<file path="src/rtl/hilo_muldiv_unit.sv">
// HI/LO owner for the MIPS execute stage: iterative 32-bit MULT/MULTU/DIV/DIVU
// (33 cycles per op) plus direct MTHI/MTLO writes.
module hilo_muldiv_unit (
    input  logic        clk,
    input  logic        rst_n,
    input  logic        start,
    input  logic [1:0]  op,
    input  logic [31:0] a,
    input  logic [31:0] b,
    input  logic        hi_we,
    input  logic        lo_we,
    input  logic [31:0] wdata,
    output logic [31:0] hi,
    output logic [31:0] lo,
    output logic        busy,
    output logic        done,
    output logic        div_by_zero
);

    localparam logic [1:0] IDLE = 2'd0;
    localparam logic [1:0] CALC = 2'd1;
    localparam logic [1:0] FIX  = 2'd2;

    logic [1:0]  state;
    logic [4:0]  cnt;
    logic        is_div_r;
    logic        is_signed_r;
    logic        sign_a;
    logic        sign_b;
    logic        b_zero;
    logic [31:0] a_raw;
    logic [31:0] opnd;
    logic [31:0] acc_hi;
    logic [31:0] acc_lo;

    logic        load;
    logic [31:0] a_mag;
    logic [31:0] b_mag;
    logic [32:0] mul_sum;
    logic [32:0] div_shift;
    logic [32:0] div_trial;
    logic        div_ge;
    logic        neg_res;
    logic [63:0] prod_fix;
    logic [31:0] quot_fix;
    logic [31:0] rem_fix;
    logic [31:0] fix_hi;
    logic [31:0] fix_lo;

    // A new op may start from IDLE or in the FIX cycle, giving 33-cycle throughput.
    always_comb begin
        load      = start && ((state == IDLE) || (state == FIX));
        a_mag     = (!op[0] && a[31]) ? (~a + 32'd1) : a;
        b_mag     = (!op[0] && b[31]) ? (~b + 32'd1) : b;
        mul_sum   = {1'b0, acc_hi} + (acc_lo[0] ? {1'b0, opnd} : 33'd0);
        div_shift = {acc_hi, acc_lo[31]};
        div_trial = div_shift - {1'b0, opnd};
        div_ge    = div_shift[32] | ~div_trial[32];
    end

    // Sign correction; the 0x80000000 / -1 case falls out naturally as 0x80000000 rem 0.
    always_comb begin
        neg_res  = is_signed_r & (sign_a ^ sign_b);
        prod_fix = neg_res ? (~{acc_hi, acc_lo} + 64'd1) : {acc_hi, acc_lo};
        quot_fix = neg_res ? (~acc_lo + 32'd1) : acc_lo;
        rem_fix  = (is_signed_r & sign_a) ? (~acc_hi + 32'd1) : acc_hi;
        fix_hi   = prod_fix[63:32];
        fix_lo   = prod_fix[31:0];
        if (is_div_r) begin
            if (b_zero) begin
                fix_hi = a_raw;
                fix_lo = 32'hFFFF_FFFF;
            end else begin
                fix_hi = rem_fix;
                fix_lo = quot_fix;
            end
        end
    end

    always_ff @(posedge clk or negedge rst_n) begin
        if (!rst_n) begin
            state       <= IDLE;
            cnt         <= 5'd0;
            is_div_r    <= 1'b0;
            is_signed_r <= 1'b0;
            sign_a      <= 1'b0;
            sign_b      <= 1'b0;
            b_zero      <= 1'b0;
            a_raw       <= 32'd0;
            opnd        <= 32'd0;
            acc_hi      <= 32'd0;
            acc_lo      <= 32'd0;
            hi          <= 32'd0;
            lo          <= 32'd0;
            busy        <= 1'b0;
            done        <= 1'b0;
            div_by_zero <= 1'b0;
        end else begin
            done        <= 1'b0;
            div_by_zero <= 1'b0;

            if (load) begin
                state       <= CALC;
                busy        <= 1'b1;
                cnt         <= 5'd0;
                is_div_r    <= op[1];
                is_signed_r <= ~op[0];
                sign_a      <= ~op[0] & a[31];
                sign_b      <= ~op[0] & b[31];
                b_zero      <= (b == 32'd0);
                a_raw       <= a;
                acc_hi      <= 32'd0;
                opnd        <= op[1] ? b_mag : a_mag;
                acc_lo      <= op[1] ? a_mag : b_mag;
            end

            case (state)
                IDLE: begin
                    if (!start) begin
                        if (hi_we) hi <= wdata;
                        if (lo_we) lo <= wdata;
                    end
                end
                CALC: begin
                    if (is_div_r) begin
                        acc_hi <= div_ge ? div_trial[31:0] : div_shift[31:0];
                        acc_lo <= {acc_lo[30:0], div_ge};
                    end else begin
                        {acc_hi, acc_lo} <= {mul_sum, acc_lo[31:1]};
                    end
                    cnt <= cnt + 5'd1;
                    if (cnt == 5'd31) state <= FIX;
                end
                FIX: begin
                    hi          <= fix_hi;
                    lo          <= fix_lo;
                    done        <= 1'b1;
                    div_by_zero <= is_div_r & b_zero;
                    if (!start) begin
                        state <= IDLE;
                        busy  <= 1'b0;
                    end
                end
                default: begin
                    state <= IDLE;
                    busy  <= 1'b0;
                end
            endcase
        end
    end

endmodule
</file>
<file path="config.mk">
export PLATFORM = sky130hd
export DESIGN_NAME = hilo_muldiv_unit
export DESIGN_NICKNAME = d
export VERILOG_FILES = /design/src/rtl/hilo_muldiv_unit.sv
export SDC_FILE = /design/constraint.sdc
export NUM_CORES = 1
export LEC_CHECK = 0
export CAP_MARGIN = 20
export CORE_MARGIN = 8
export CORE_UTILIZATION = 60
export DETAILED_ROUTE_END_ITERATION = 12
export DONT_BUFFER_PORTS = 1
export PLACE_DENSITY = 0.88
export SETUP_SLACK_MARGIN = 0.3
export SLEW_MARGIN = 20
export SYNTH_ARGS = -nofsm -noshare
export SYNTH_HDL_FRONTEND = slang
export SYNTH_SLANG_ARGS = --single-unit
</file>
<file path="constraint.sdc">
create_clock -name clk -period 6.5 [get_ports clk]
set_input_delay 1.3 -clock clk [delete_from_list [all_inputs] [get_ports clk]]
set_output_delay 1.3 -clock clk [all_outputs]
set_load 0.01 [all_outputs]
</file>
# After elaboration in Yosys (flattened, before gate mapping)
# Index checks and enable logic that the tools add are counted.
[word_totals] register_bits=207 latchBits=0 ram_bits=0 rom_bits=0 in_bits=103 output_inout_bits=67 wordCells=92 mem_count=0
[classes] add_sub_neg=8 n_mul=0 div_mod_pow=0 n_lt_le_gt_ge=0 n_eq_ne=6 n_shift=0 n_mux=36 n_bitwise=14 reduce_logical=12
[ops] operator="32-bit 2-to-1 mux" count=22
[ops] operator="32-bit by 1-bit adder with 32-bit output (second input constant)" count=4
[ops] operator="32-bit inverter" count=4
[ops] operator="32-bit case mux with 2 select lines" count=2
[ops] operator="64-bit by 1-bit adder with 64-bit output (second input constant)" count=1
[ops] operator="64-bit 2-to-1 mux" count=1
[ops] operator="64-bit inverter" count=1
[ops] operator="32-bit by 32-bit adder with 33-bit output" count=1
[ops] operator="33-bit by 32-bit subtractor with 33-bit output" count=1
[ops] operator="32-bit zero test" count=1
[ops] operator="5-bit 2-to-1 mux" count=2
[ops] operator="2-bit 2-to-1 mux" count=3
[ops] operator="2-bit != test (second input constant)" count=3
[ops] operator="2-bit case mux with 3 select lines" count=1
[ops] operator="3-bit AND reduction" count=2
[ops] operator="5-bit by 1-bit adder with 5-bit output (second input constant)" count=1
[ops] operator="1-bit bitwise AND" count=5
[ops] operator="5-bit equality test (second input constant)" count=1
[ops] operator="1-bit 2-to-1 mux" count=4
[ops] operator="2-bit nonzero test" count=2
[ops] operator="1-bit logical AND" count=3
[ops] operator="2-bit by 1-bit equality test with 1-bit output (second input constant)" count=1
[ops] operator="2-bit equality test (second input constant)" count=1
[ops] operator="2-bit zero test" count=1
[ops] operator="other kinds (7)" count=8

# Depth between registers and ports, before layout
[depth] ltp_word=6 ltp_mapped=15 ltp_nobuf=13

# Worst setup path before layout
# Ideal clock, no wire load.
[synth_timing] path_type="input-to-reg" startpoint="in b[4]" endpoint="reg acc_lo[27]" setup_ns=0.135 arrival_ns=3.299 required_time_ns=6.365 path_slack_ns=3.066 path_stages=8 cell_sequence="or3_1 -> or4_1 -> nor3_1 -> nand2_1 -> o41ai_1 -> xnor2_1 -> o211ai_1 -> o21ai_0"
[synth_via] elab_chain_len=6
[synth_lines] element="from (decl)" line_no="9" text="input logic [31:0] b,"
[synth_lines] element="32-bit inverter" line_no="54" text="b_mag = (!op[0] && b[31]) ? (~b + 32'd1) : b;"
[synth_lines] element="32-bit by 1-bit adder with 32-bit output" line_no="54"
[synth_lines] element="32-bit 2-to-1 mux" line_no="54"
[synth_lines] element="32-bit 2-to-1 mux" line_no="114" text="acc_lo <= op[1] ? a_mag : b_mag;"
[synth_lines] element="32-bit 2-to-1 mux" line_no="102" text="if (load) begin"
[synth_lines] element="32-bit 2-to-1 mux" line_no="117" text="case (state)"
[synth_lines] element="to (signal assigned)" line_no="114"
[synth_lines] element="to (signal assigned)" line_no="127" text="acc_lo <= {acc_lo[30:0], div_ge};"
[synth_lines] element="to (signal assigned)" line_no="129" text="{acc_hi, acc_lo} <= {mul_sum, acc_lo[31:1]};"
[synth_lines] element="to (decl)" line_no="34" text="logic [31:0] acc_lo;"
# No other way between the ends. The select of a mux whose other input is x is not followed.
# A chain may end at the register's enable or synchronous reset.

# Worst setup path in the final report
[layout_timing] startpoint="reg acc_hi[1]" endpoint="reg acc_hi[18]"
[layout_via] elab_chain_len=6 word_cells_on_any_way=7 cone_classes="add/sub: 2; mux: 3; bitwise: 2"
[layout_lines] element="from (decl)" line_no="33" text="logic [31:0] acc_hi;"
[layout_lines] element="from (signal assigned)" line_no="126" text="acc_hi <= div_ge ? div_trial[31:0] : div_shift[31:0];"
[layout_lines] element="from (signal assigned)" line_no="129"
[layout_lines] element="33-bit by 32-bit subtractor with 33-bit output" line_no="57" text="div_trial = div_shift - {1'b0, opnd};"
[layout_lines] element="1-bit inverter" line_no="58" text="div_ge = div_shift[32] | ~div_trial[32];"
[layout_lines] element="1-bit bitwise OR" line_no="58"
[layout_lines] element="32-bit 2-to-1 mux" line_no="126"
[layout_lines] element="32-bit 2-to-1 mux (*)" line_no="125" text="if (is_div_r) begin"
[layout_lines] element="32-bit 2-to-1 mux (*)" line_no="117"
# Every way passes the cells marked *; elsewhere a longest branch is shown, timed or not.

==> impl_metrics.json <==
{
  "synthesis.nets": 2386,
  "vdd_ir_drop_max_mv": 0.347,
  "drv_slew": 0,
  "final_cell_area_um2": 17900,
  "port_buffers": 0,
  "reg2reg_from": "acc_hi[1]$_DFFE_PN0P_",
  "skew_ns": 0.0339,
  "post_cts_buffers": 0,
  "post_cts_resized": 0,
  "hold_path.class": "input port to async pin",
  "yosysWarnings": 0,
  "rsz0062_at_grt": "no",
  "r2r_slack_ns": 1.90,
  "vias_per_cell": 6.99,
  "first_pass_iters": 6,
  "cp.required_ns": 6.96,
  "hold_viol": 0,
  "post-route-min-period_ns": 4.60,
  "post-route-period-util": 0.707,
  "max_freq_ghz": 0.218,
  "worstPathMaxFanout": 29,
  "ys_types": 79,
  "final_cells": 2497,
  "wl_mm": 63.1,
  "grt_max_degree": 208,
  "dp.final_hpwl_mm": 47.0,
  "avgSynthCellArea_um2": 7.70,
  "wire_per_inst_um": 25.3,
  "layout_common_cells": "nand2_1, o21ai_0, dfrtp_1",
  "postSynthCellCount": 2211,
  "ys_ff_latch": 207,
  "cts_buffers": 25,
  "root_buffer": "clkbuf_16",
  "worst_slew_pin_slew_ns": 1.12,
  "synth-edff-count": 0,
  "leakagePower_nw": 7.75,
  "num-nets-final": 2278,
  "grt_pass1_wl_mm": 94.7,
  "area_delta_synth_final_pct": 4.97,
  "holdBufCountCts": 0,
  "vias": 17465,
  "gp_congestion": 1.03,
  "fin_worst_hold_slack_ns": 0.446,
  "drv_cap": 0,
  "netlist_area_um2": 17000,
  "critical_path_class": "register to register",
  "clkLatencyLatePin_ns": 0.55,
  "h-tree-depth": 1,
  "drc": 0,
  "die-area_um2": 34000,
  "die_w_um": 184,
  "setup_viol_count_final": 0,
  "coreArea_um2": 27900,
  "drt_iter0_drc": 2809,
  "yosysSeqAreaShare": 0.304,
  "placed_area_um2": 17100,
  "final_common_cell": "nand2_1",
  "ant_nets": 0,
  "p_total_mw": 10.9,
  "async_flop_share": 1.00,
  "slew_headroom": 0.252,
  "antenna_found_initial": 1,
  "cts_tree": "done",
  "r2r-end": "acc_hi[18]$_DFFE_PN0P_",
  "clkSlewWorstSetupHoldPaths_ns": 0.06,
  "endpoint_kind": "register",
  "crit_start": "acc_hi[1]$_DFFE_PN0P_",
  "timing.setup.tns_ns": 0,
  "cts.sinks": 207,
  "grtUsageTotal": 0.358,
  "yosys_most_used_dff": "dfrtp_1",
  "drive_above_1_share": 0.0500,
  "start_util": 0.611,
  "outcome": "finished, final reports clean",
  "n_antenna_cell": 0,
  "io_pins": 170,
  "arrival_ns": 5.06,
  "r2r_cells": 11,
  "clock_path_buffers": 3,
  "std_cell_rows": 61,
  "powerDensity_nw_per_um2": 612,
  "worstSetupStartpointType": "register",
  "grt_pass1_vias": 15906,
  "die_h_um": 184,
  "overflow": 0,
  "placed_cells": 2454
}
sequential cells by signal, summed over array words and instances (netlist names):
name,flops
hi,32
acc_hi,32
opnd,32
state,2
lo,32
sign_b,1
done,1
is_div_r,1
sign_a,1
is_signed_r,1
b_zero,1
a_raw,32
cnt,5
div_by_zero,1
acc_lo,32
busy,1
power breakdown:
part           leakage [nW]  total, mW  switching (mW)  internal, mW
sequential             2.52       3.01            1.07          1.93
combinational          4.83       6.53            3.92          2.61
clock                 0.389       1.40           0.594         0.810
total                  7.75       10.9            5.58          5.36
cell families (layout without fill, tap and decap cells):
kind of cell	after synthesis	count (layout)	synth area share
adders and majority gates	72	72	0.0538
xor gates and xnor gates	171	171	0.0880
AOI/OAI and AO/OA	733	733	0.263
DFF	207	207	0.304
muxes	75	75	0.0456
and+or+nand+nor	732	732	0.195
buffers and inverters	221	129	0.0505
routing by layer:
| metal | GRT usage | up-vias | routed length (um) |
|---|---|---|---|
| met1 | 0.470 | 8211 | 23600 |
| li1 | - | 7704 | - |
| met4 | 0.153 | 2 | 3430 |
| met3 | 0.103 | 241 | 8920 |
| met5 | 0 | - | 11 |
| met2 | 0.546 | 1307 | 27200 |
worst max path at each step:
stage                                         to  depth (start not counted)  slack [ns]
after floorplan           acc_lo[27]$_DFFE_PN0P_                          8        3.07
after global placement    acc_hi[18]$_DFFE_PN0P_                         13        2.15
after detailed placement  acc_hi[18]$_DFFE_PN0P_                         11        2.07
after CTS                 acc_hi[18]$_DFFE_PN0P_                         11        2.05
after global routing      acc_hi[12]$_DFFE_PN0P_                         13        1.71
final                     acc_hi[18]$_DFFE_PN0P_                         11        1.90
through the flow:
step	utilization	worst slack, ns
floorplan	-	3.07
global placement	0.613	2.15
detailed placement	0.613	2.07
CTS	0.641	2.05
global route	0.642	1.71
finish	0.642	1.90
worst max-delay path, stage by stage (launching register included):
cell and delay, ns:
dfrtp_1 0.49, ha_1 0.38, nor2b_1 0.18, o31ai_1 0.38, a21oi_1 0.26, and3_1 0.31
nor3_1 0.44, o21ai_1 0.30, a21boi_4 0.92, buf_4 0.38, mux2_2 0.35, o21ai_0 0.13
cell usage after synthesis, types with 10 or more instances:
cell	number	share of area
or4_1	12	0.0053
nor4_1	28	0.010
nand2_1	325	0.072
a22oi_1	25	0.011
nor2b_1	15	0.0055
o31ai_1	18	0.0079
mux2_2	19	0.013
nand4_1	10	0.0037
mux2i_1	55	0.032
inv_1	68	0.015
xnor2_1	95	0.049
dfrtp_1	207	0.30
a31oi_1	20	0.0073
nand3_1	22	0.0065
o21a_1	12	0.0053
a21oi_1	200	0.059
nor3_1	40	0.012
xor2_1	76	0.039
nand2b_1	20	0.0073
o21ai_0	222	0.065
buf_1	21	0.0046
ha_1	70	0.051
o211ai_1	18	0.0079
clkbuf_1	123	0.027
o21ai_1	17	0.0050
nor3b_1	10	0.0044
and3_1	16	0.0059
o221ai_1	17	0.0087
a21o_1	36	0.016
o22ai_1	58	0.021
or3_1	14	0.0051
nor2_1	184	0.041
final cells by class:
| cell class | instances | area, um^2 |
|---|---|---|
| Multi-Input combinational cell | 1783 | 11000 |
| Timing Repair Buffer | 18 | 135 |
| Inverter | 68 | 255 |
| Clock inverter | 12 | 130 |
| Clock buffer | 31 | 668 |
| Fill cell | 2330 | 9980 |
| Tap cell | 378 | 473 |
| Sequential cell | 207 | 5180 |
No activity file was read; power rests on OpenSTA's default activity.
